<file path="src/rtl/pwm_pkg.sv">
// Shared definitions for the PWM peripheral (generator and capture).
//   pwm_cap_state_t    : capture state machine states
//   PWM_SYNC_MIN       : minimum synchronizer depth for asynchronous inputs
//   PWM_RESOLUTION_DEF : default counter / compare width
package pwm_pkg;

  localparam int unsigned PWM_SYNC_MIN       = 2;
  localparam int unsigned PWM_RESOLUTION_DEF = 16;

  typedef enum logic [1:0] {
    IDLE,
    HIGH,
    LOW
  } pwm_cap_state_t;

endpackage

</file>
<file path="src/rtl/pwm_input_sync.sv">
// Synchronizer and edge detector for an asynchronous external input.
//   clk_i   : clock
//   rst_ni  : asynchronous active-low reset
//   async_i : asynchronous input
//   sync_o  : synchronized level, aligned with rise_o / fall_o
//   rise_o  : one-cycle pulse on a synchronized rising edge
//   fall_o  : one-cycle pulse on a synchronized falling edge
module pwm_input_sync
  import pwm_pkg::*;
#(
  parameter int unsigned SyncStages = PWM_SYNC_MIN
) (
  input  logic clk_i,
  input  logic rst_ni,
  input  logic async_i,
  output logic sync_o,
  output logic rise_o,
  output logic fall_o
);

  logic [SyncStages-1:0] sync_q, sync_d;
  logic                  prev_q, prev_d;
  logic                  rise_q, rise_d;
  logic                  fall_q, fall_d;

  always_comb begin
    sync_d = {sync_q[SyncStages-2:0], async_i};
    prev_d = sync_q[SyncStages-1];
    rise_d = sync_q[SyncStages-1] & ~prev_q;
    fall_d = ~sync_q[SyncStages-1] & prev_q;
  end

  always_ff @(posedge clk_i or negedge rst_ni) begin
    if (!rst_ni) begin
      sync_q <= '0;
      prev_q <= 1'b0;
      rise_q <= 1'b0;
      fall_q <= 1'b0;
    end else begin
      sync_q <= sync_d;
      prev_q <= prev_d;
      rise_q <= rise_d;
      fall_q <= fall_d;
    end
  end

  // Edge pulses are registered, so prev_q is the level that matches them.
  assign sync_o = prev_q;
  assign rise_o = rise_q;
  assign fall_o = fall_q;

endmodule

</file>
<file path="src/rtl/pwm_capture.sv">
// PWM capture: measures period and high time of an external PWM input in
// prescaled ticks.
//   clk_i       : clock
//   rst_ni      : asynchronous active-low reset
//   enable_i    : 1 = capture running, 0 = return to IDLE
//   prescale_i  : a tick occurs every prescale_i+1 clocks
//   pwm_i       : asynchronous PWM input
//   period_o    : last measured period (ticks)
//   high_time_o : last measured high time (ticks)
//   valid_o     : one-cycle pulse when period_o / high_time_o update
//   timeout_o   : counter saturated before the expected edge (level)
module pwm_capture
  import pwm_pkg::*;
#(
  parameter int unsigned Resolution = PWM_RESOLUTION_DEF,
  parameter int unsigned SyncStages = PWM_SYNC_MIN
) (
  input  logic                  clk_i,
  input  logic                  rst_ni,
  input  logic                  enable_i,
  input  logic [Resolution-1:0] prescale_i,
  input  logic                  pwm_i,
  output logic [Resolution-1:0] period_o,
  output logic [Resolution-1:0] high_time_o,
  output logic                  valid_o,
  output logic                  timeout_o
);

  logic                  pwm_lvl, rise, fall;
  logic                  tick, sat, high_end, low_end;
  logic [Resolution-1:0] cap_val;

  pwm_cap_state_t        state_q, state_d;
  logic [Resolution-1:0] presc_q, presc_d;
  logic [Resolution-1:0] cnt_q, cnt_d;
  logic [Resolution-1:0] high_tmp_q, high_tmp_d;
  logic [Resolution-1:0] period_q, period_d;
  logic [Resolution-1:0] high_time_q, high_time_d;
  logic                  valid_q, valid_d;
  logic                  timeout_q, timeout_d;

  pwm_input_sync #(
    .SyncStages(SyncStages)
  ) u_sync (
    .clk_i  (clk_i),
    .rst_ni (rst_ni),
    .async_i(pwm_i),
    .sync_o (pwm_lvl),
    .rise_o (rise),
    .fall_o (fall)
  );

  always_comb begin
    // ">=" so that lowering prescale_i mid-count wraps on the next clock.
    tick     = (presc_q >= prescale_i);
    // Ticks in the interval: start edge exclusive, end edge inclusive.
    cap_val  = cnt_q + Resolution'(tick);
    sat      = (cnt_q == '1) && tick;
    // Edges are only accepted when the synchronized level agrees.
    high_end = fall & ~pwm_lvl;
    low_end  = rise & pwm_lvl;

    state_d     = state_q;
    presc_d     = tick ? '0 : presc_q + Resolution'(1);
    cnt_d       = cap_val;
    high_tmp_d  = high_tmp_q;
    period_d    = period_q;
    high_time_d = high_time_q;
    valid_d     = 1'b0;
    timeout_d   = timeout_q;

    if (!enable_i) begin
      state_d    = IDLE;
      presc_d    = '0;
      cnt_d      = '0;
      high_tmp_d = '0;
    end else begin
      // Every interval starts phase-aligned to its rising edge.
      if (rise) begin
        presc_d = '0;
      end
      case (state_q)
        IDLE: begin
          cnt_d = '0;
          if (rise) begin
            state_d = HIGH;
          end
        end
        HIGH: begin
          if (high_end) begin
            high_tmp_d = cap_val;
            state_d    = LOW;
          end else if (sat) begin
            timeout_d = 1'b1;
            cnt_d     = '0;
            state_d   = IDLE;
          end
        end
        LOW: begin
          if (low_end) begin
            period_d    = cap_val;
            high_time_d = high_tmp_q;
            valid_d     = 1'b1;
            timeout_d   = 1'b0;
            cnt_d       = '0;
            state_d     = HIGH;
          end else if (sat) begin
            timeout_d = 1'b1;
            cnt_d     = '0;
            state_d   = IDLE;
          end
        end
        default: begin
          cnt_d   = '0;
          state_d = IDLE;
        end
      endcase
    end
  end

  always_ff @(posedge clk_i or negedge rst_ni) begin
    if (!rst_ni) begin
      state_q     <= IDLE;
      presc_q     <= '0;
      cnt_q       <= '0;
      high_tmp_q  <= '0;
      period_q    <= '0;
      high_time_q <= '0;
      valid_q     <= 1'b0;
      timeout_q   <= 1'b0;
    end else begin
      state_q     <= state_d;
      presc_q     <= presc_d;
      cnt_q       <= cnt_d;
      high_tmp_q  <= high_tmp_d;
      period_q    <= period_d;
      high_time_q <= high_time_d;
      valid_q     <= valid_d;
      timeout_q   <= timeout_d;
    end
  end

  assign period_o    = period_q;
  assign high_time_o = high_time_q;
  assign valid_o     = valid_q;
  assign timeout_o   = timeout_q;

endmodule
</file>
<file path="config.mk">
export PLATFORM = sky130hd
export DESIGN_NAME = pwm_capture
export DESIGN_NICKNAME = d
export VERILOG_FILES = /design/src/rtl/pwm_pkg.sv /design/src/rtl/pwm_input_sync.sv /design/src/rtl/pwm_capture.sv
export SDC_FILE = /design/constraint.sdc
export NUM_CORES = 1
export LEC_CHECK = 0
export ABC_CLOCK_PERIOD_IN_PS = 3600
export BUFFER_PORTS_ARGS = -buffer_cell sky130_fd_sc_hd__clkbuf_2
export CAP_MARGIN = 20
export CORE_MARGIN = 10
export CORE_UTILIZATION = 58
export DETAILED_ROUTE_END_ITERATION = 8
export HOLD_SLACK_MARGIN = 0.03
export PLACE_DENSITY = 0.86
export RECOVER_POWER = 50
export SETUP_SLACK_MARGIN = 0.5
export SKIP_LAST_GASP = 1
export SLEW_MARGIN = 20
export SYNTH_ARGS = -nofsm -noshare
export SYNTH_HDL_FRONTEND = slang
export SYNTH_SLANG_ARGS = --single-unit
</file>
<file path="constraint.sdc">
create_clock -name clk_i -period 3.6 [get_ports clk_i]
set_input_delay 0.72 -clock clk_i [delete_from_list [all_inputs] [get_ports clk_i]]
set_output_delay 0.72 -clock clk_i [all_outputs]
set_load 0.1 [all_outputs]
</file>
; ---- Yosys cells after proc, flatten, opt, wreduce, memory -nomap -nowiden
; Cells that the tools add are included.
[totals]
reg_bits = 89
inputBits = 20
output_inout_bits = 34
wordCells = 58
[classes]
addsub = 2
magnitude_cmp = 1
n_eq_ne = 7
muxes = 24
bitwise_logic = 6
n_reduce_logical = 6
[ops]
columns = op, n
row1 = 16-bit 2-to-1 mux, 10
row2 = 16-bit case mux with 2 select lines, 1
row3 = 16-bit by 1-bit adder with 16-bit output, 1
row4 = "16-bit by 1-bit adder with 16-bit output, second input constant", 1
row5 = "16-bit == test, second input constant", 1
row6 = 16-bit greater-or-equal comparator, 1
row7 = 2-bit 2-to-1 mux, 5
row8 = 1-bit 2-to-1 mux, 6
row9 = 2-bit case mux with 3 select lines, 1
row10 = 3-bit AND reduction, 2
row11 = 1-bit bitwise AND, 4
row12 = "2-bit by 1-bit != test with 1-bit output, second input constant", 2
row13 = "3-bit by 2-bit != test with 1-bit output, second input constant", 1
row14 = "2-bit by 1-bit == test with 1-bit output, second input constant", 1
row15 = "2-bit == test, second input constant", 1
row16 = 2-bit zero test, 1
row17 = "2-bit != test, second input constant", 1
row18 = 1-bit NOT, 2
row19 = 1-bit case mux with 2 select lines, 1
row20 = 2-bit AND reduction, 1
row21 = 2-bit nonzero test, 1
row22 = 1-bit logical AND, 1

; ---- Logic depth before layout (Yosys ltp)
[depth]
depth_word = 6
ltp_mapped = 13
depth_no_buf = 13

; ---- Modules after synthesis
; Synthesis repeated with hierarchy kept, for this count alone.
[hier_totals]
hier_cells = 398
hier_area_um2 = 4284.1
[modules_own_cells]
columns = module, n_inst, cells_per_inst, area_per_inst_um2, seq_area_each_um2
row1 = pwm_capture, 1, 391, 4144.0, 2102.0
row2 = pwm_input_sync, 1, 7, 140.1, 125.1

; ---- Least setup slack after synthesis
; No wires, ideal clock.
[synth_timing]
path_type = in2reg
startpoint = input prescale_i[14]
endpoint = register period_q[10], in the netlist period_o[10]
setup_ns = 0.134
t_arrival_ns = 3.098
t_required_ns = 3.466
path_slack_ns = 0.368
stages = 13
path_buffers = 0
cell_sequence = inv_1 > ha_1 > nand4_1 > a211o_1 > o32a_2 > nand2_1 > ha_1 > ha_1 > nand2_1 > nor3_1 > and3_1 > xnor2_1 > o21ai_0
[synth_between]
elab_chain_len = 2
[synth_rtl]
columns = element, line_no
row1 = start: declaration, pwm_capture.sv:21  ; input logic [Resolution-1:0] prescale_i,
row2 = 16-bit greater-or-equal comparator, pwm_capture.sv:55  ; tick = (presc_q >= prescale_i);
row3 = 16-bit by 1-bit adder with 16-bit output, pwm_capture.sv:57  ; cap_val = cnt_q + Resolution'(tick);
row4 = end signal: assignment, pwm_capture.sv:136  ; period_q <= period_d;
row5 = end: declaration, pwm_capture.sv:37  ; logic [Resolution-1:0] period_q, period_d;
; Every way passes these cells.
; A chain may end at the register's enable or synchronous reset.

; ---- Worst setup path in the final report
[layout_timing]
startpoint = input prescale_i[15]
endpoint = register period_q[12], in the netlist period_o[12]
; The elaborated chain is that of the path after synthesis.

==> qor.yml <==
run_status:
  outcome: "finished with violations"
  violations: "capacitance limit, slew limit"
critical_path:
  critPathLaunchType: "primary input"
  arrival_ns: 3.22
  crit_family: "simple AND/OR/NAND/NOR gates"
  required_ns: 3.82
  cpMostUsedCell: "ha_4"
  path_cells: "clkbuf_2 -> inv_1 -> ha_1 -> nand4_1 -> a211o_1 -> o32a_4 -> nand2_4 -> ha_4 -> ha_4 -> nand2_2 -> nor3_4 -> and3_4 -> xnor2_2 -> o21ai_1"
  cpPeakStageDelay_ns: 0.35
  worstPathBufferInverterCount: 2
  slowest_stage: "o32a_4"
  end_kind: "register"
  path_max_fanout: 4
  path_class: "primary input to register"
logic_synthesis:
  synth_edf_count: 0
  synthSimpleGateAreaFrac_pct: 18.6
  synth-main-ff-cell: "dfrtp_1"
  netlist_instances: 427
  yosysWarnings: 0
  syn_nets: 470
  synth-compound-area-share_pct: 13.3
  synthMuxAreaShare_pct: 0.463
  synth_top_family_by_area: "simple AND/OR/NAND/NOR gates"
  synthesis.area_mm2: 0.00432
  synth_xor_area_share_pct: 5.67
  async_flop_share_pct: 100
  yosysUniqueCellTypes: 52
  synth_area_per_cell_um2: 10.1
  ys_ff_latch: 89
  synth_adder_area_share_pct: 6.66
  yosysSeqAreaShare_pct: 51.5
clock_tree:
  clock_latency_ns: 0.36
  clkSinkCount: 89
  numCtsBuffers: 9
  htreeDepth: 3
  clk_pin_slew_worst_paths_ns: 0.09
  clk_path_buf_depth: 2
  cts_tree: "yes"
  clock-root-buffer: "clkbuf_8"
timing:
  hold_viol_final: 0
  setup-tns-final_ns: 0
  drv_slew: 37
  fin_crit_sh_pct: 83.5
  grt_setup_unrepaired: "no"
  tightest_slew_ns: 1.87
  setup_viol: 0
  slew_headroom_pct: -24.5
  fin_skew_ns: 0.0162
  fmax_mhz: 333
  layout_min_cycle_time_ns: 3.00
final_layout:
  n_antenna_cell: 0
  area_growth_pct: 14.6
  final_cell_mix: "nand2_1 (92), dfrtp_1 (89), clkbuf_2 (50), nor2_1 (22), o21ai_0 (22)"
  fin_nets: 524
  final_util_pct: 68.3
  drive_gt1_share_pct: 21.2
  layout_commonest_cell: "nand2_1"
job:
  maxCapViolations: 1
grt:
  antenna_found_initial: 0
  grt_pass1_wl_mm: 15.7
  grt_max_degree: 48
  overflow: 0
  grt_usage_pct: 16.6
  grt_pass1_vias: 3345
route:
  route.detailed.drc: 0
  avgViaCountPerCell: 5.50
  avgRoutedWirePerCell_um: 15.9
  wirelength_mm: 9.33
  vias: 3220
  drt_iter0_markers: 215
  ant_nets: 0
  firstDrtPassIters: 4
power_and_ir_drop:
  swShare_pct: 25.3
  p_seq_share_pct: 58.2
  p_int_w: 0.00130
  combPwrFrac_pct: 4.5
  ir_worst_vdd_uv: 233
  power_density_mw_per_mm2: 350
  p_leak_nw: 2.51
  pwr-share-clk_pct: 37.3
  p_switching_w: 0.000439
floorplanning:
  die_h_um: 106
  dieWidth_um: 106
  initial_core_util_pct: 59.6
  dieArea_mm2: 0.0113
  rows: 31
  coreArea_mm2: 0.00725
  io_pins: 54
placed_design:
  dpl.hpwl_mm: 6.58
  port_buffers: 53
  gp_congestion: 0.926
hold_path:
  hold_class: "register to register"
==> what timing repair did <==
| item | CTS | global route |
|---|---|---|
| setup endpoints to repair | 6 | 20 |
| buffers inserted | 1 | 0 |
| pin swaps | 1 | 3 |
| resized for setup | 1 | 17 |
| hold buffers | 0 | 0 |
==> logic make-up (layout without fill, tap and decap cells) <==
logic type,count (synthesis),in the layout
buf+inv,37,96
compound gates,77,77
fa+ha+maj,23,23
mux,2,2
flops,89,89
xor+xnor,28,28
simple gates,171,171
==> power groups by stage <==
| stage | registers, W | logic (W) | clock network (W) |
|---|---|---|---|
| after CTS | 0.00101 | 0.0000809 | 0.000655 |
| after global placement | 0.00103 | 0.0000755 | 0 |
| after global routing | 0.00101 | 0.0000895 | 0.000700 |
| after detailed placement | 0.00103 | 0.0000799 | 0 |
| after floorplan | 0.00103 | 0.0000397 | 0 |
| final | 0.00101 | 0.0000779 | 0.000647 |
==> sequential cells by signal (all words and copies together), names as in the netlist <==
register and flops:
cnt_q 16, high_time_o 16, high_tmp_q 16, period_o 16, presc_q 16, state_q 2, u_sync.sync_q 2, timeout_o 1
u_sync.fall_o 1, u_sync.rise_o 1, u_sync.sync_o 1, valid_o 1
==> worst reg2reg max path: cells and delay by family, from the launching register on <==
kind / cells / cell delay (ns)
DFF: 1 / 0.42
adders and majority gates: 3 / 0.63
xor gates and xnor gates: 1 / 0.14
AOI/OAI and AO/OA: 3 / 0.81
and+or+nand+nor: 5 / 0.83
==> cell usage after synthesis, types with 8 or more instances <==
master    instances  area share [%]
inv_1            21             1.8
o21ai_0          23             2.7
a21oi_1          16             1.9
xnor2_1           9             1.8
dfrtp_1          89              52
and3_1            9             1.3
xor2_1           19             3.8
clkbuf_1          8            0.69
nand3_1          12             1.4
a21oi_2          10             2.0
nand4_1           8             1.2
nand2_1          94             8.2
ha_1             23             6.7
nor2_1           22             1.9
==> per-stage QoR <==
step                hold WS, ns  power (W)  std cells  setup slack (ns)  instance area, µm²
finish                    0.360    0.00174        585             0.595                4950
global route              0.383    0.00180        585             0.463                4950
CTS                       0.312    0.00175        585             0.510                4870
detailed placement        0.343    0.00111        568            0.0455                4670
global placement          0.336    0.00111        568             0.175                4670
floorplan                 0.331    0.00107        427             0.506                4330
==> cell type report <==
class | count | area (µm²)
fillers | 552 | 2300
flip-flops and latches | 89 | 2230
multi-input cells | 301 | 2040
repair buffers | 58 | 292
clock buffers | 9 | 124
well taps | 99 | 124
inverters | 22 | 82.6
clock inverters | 7 | 61.3
==> layer usage <==
metal | track usage, % | part of all wire (%)
met3 | 3.74 | 6.6
met1 | 20.7 | 43
met4 | 7.93 | 1.3
met2 | 26.5 | 49
met5 | 0 | 0
==> path summary, 6_finish.rpt <==
check	from	end	slack (ns)	depth (start not counted)
setup / recovery	prescale_i[15]	period_o[12]	0.60	14
hold / removal	u_sync.sync_q[0]	u_sync.sync_q[1]	0.36	0
setup reg to reg	presc_q[15]	period_o[12]	0.63	12
hold reg to reg	u_sync.sync_q[0]	u_sync.sync_q[1]	0.36	0
max in group asynchronous	rst_ni	cnt_q[9]	1.20	2
min in group asynchronous	rst_ni	high_time_o[1]	0.87	1
Power figures use the tool's default switching activity.
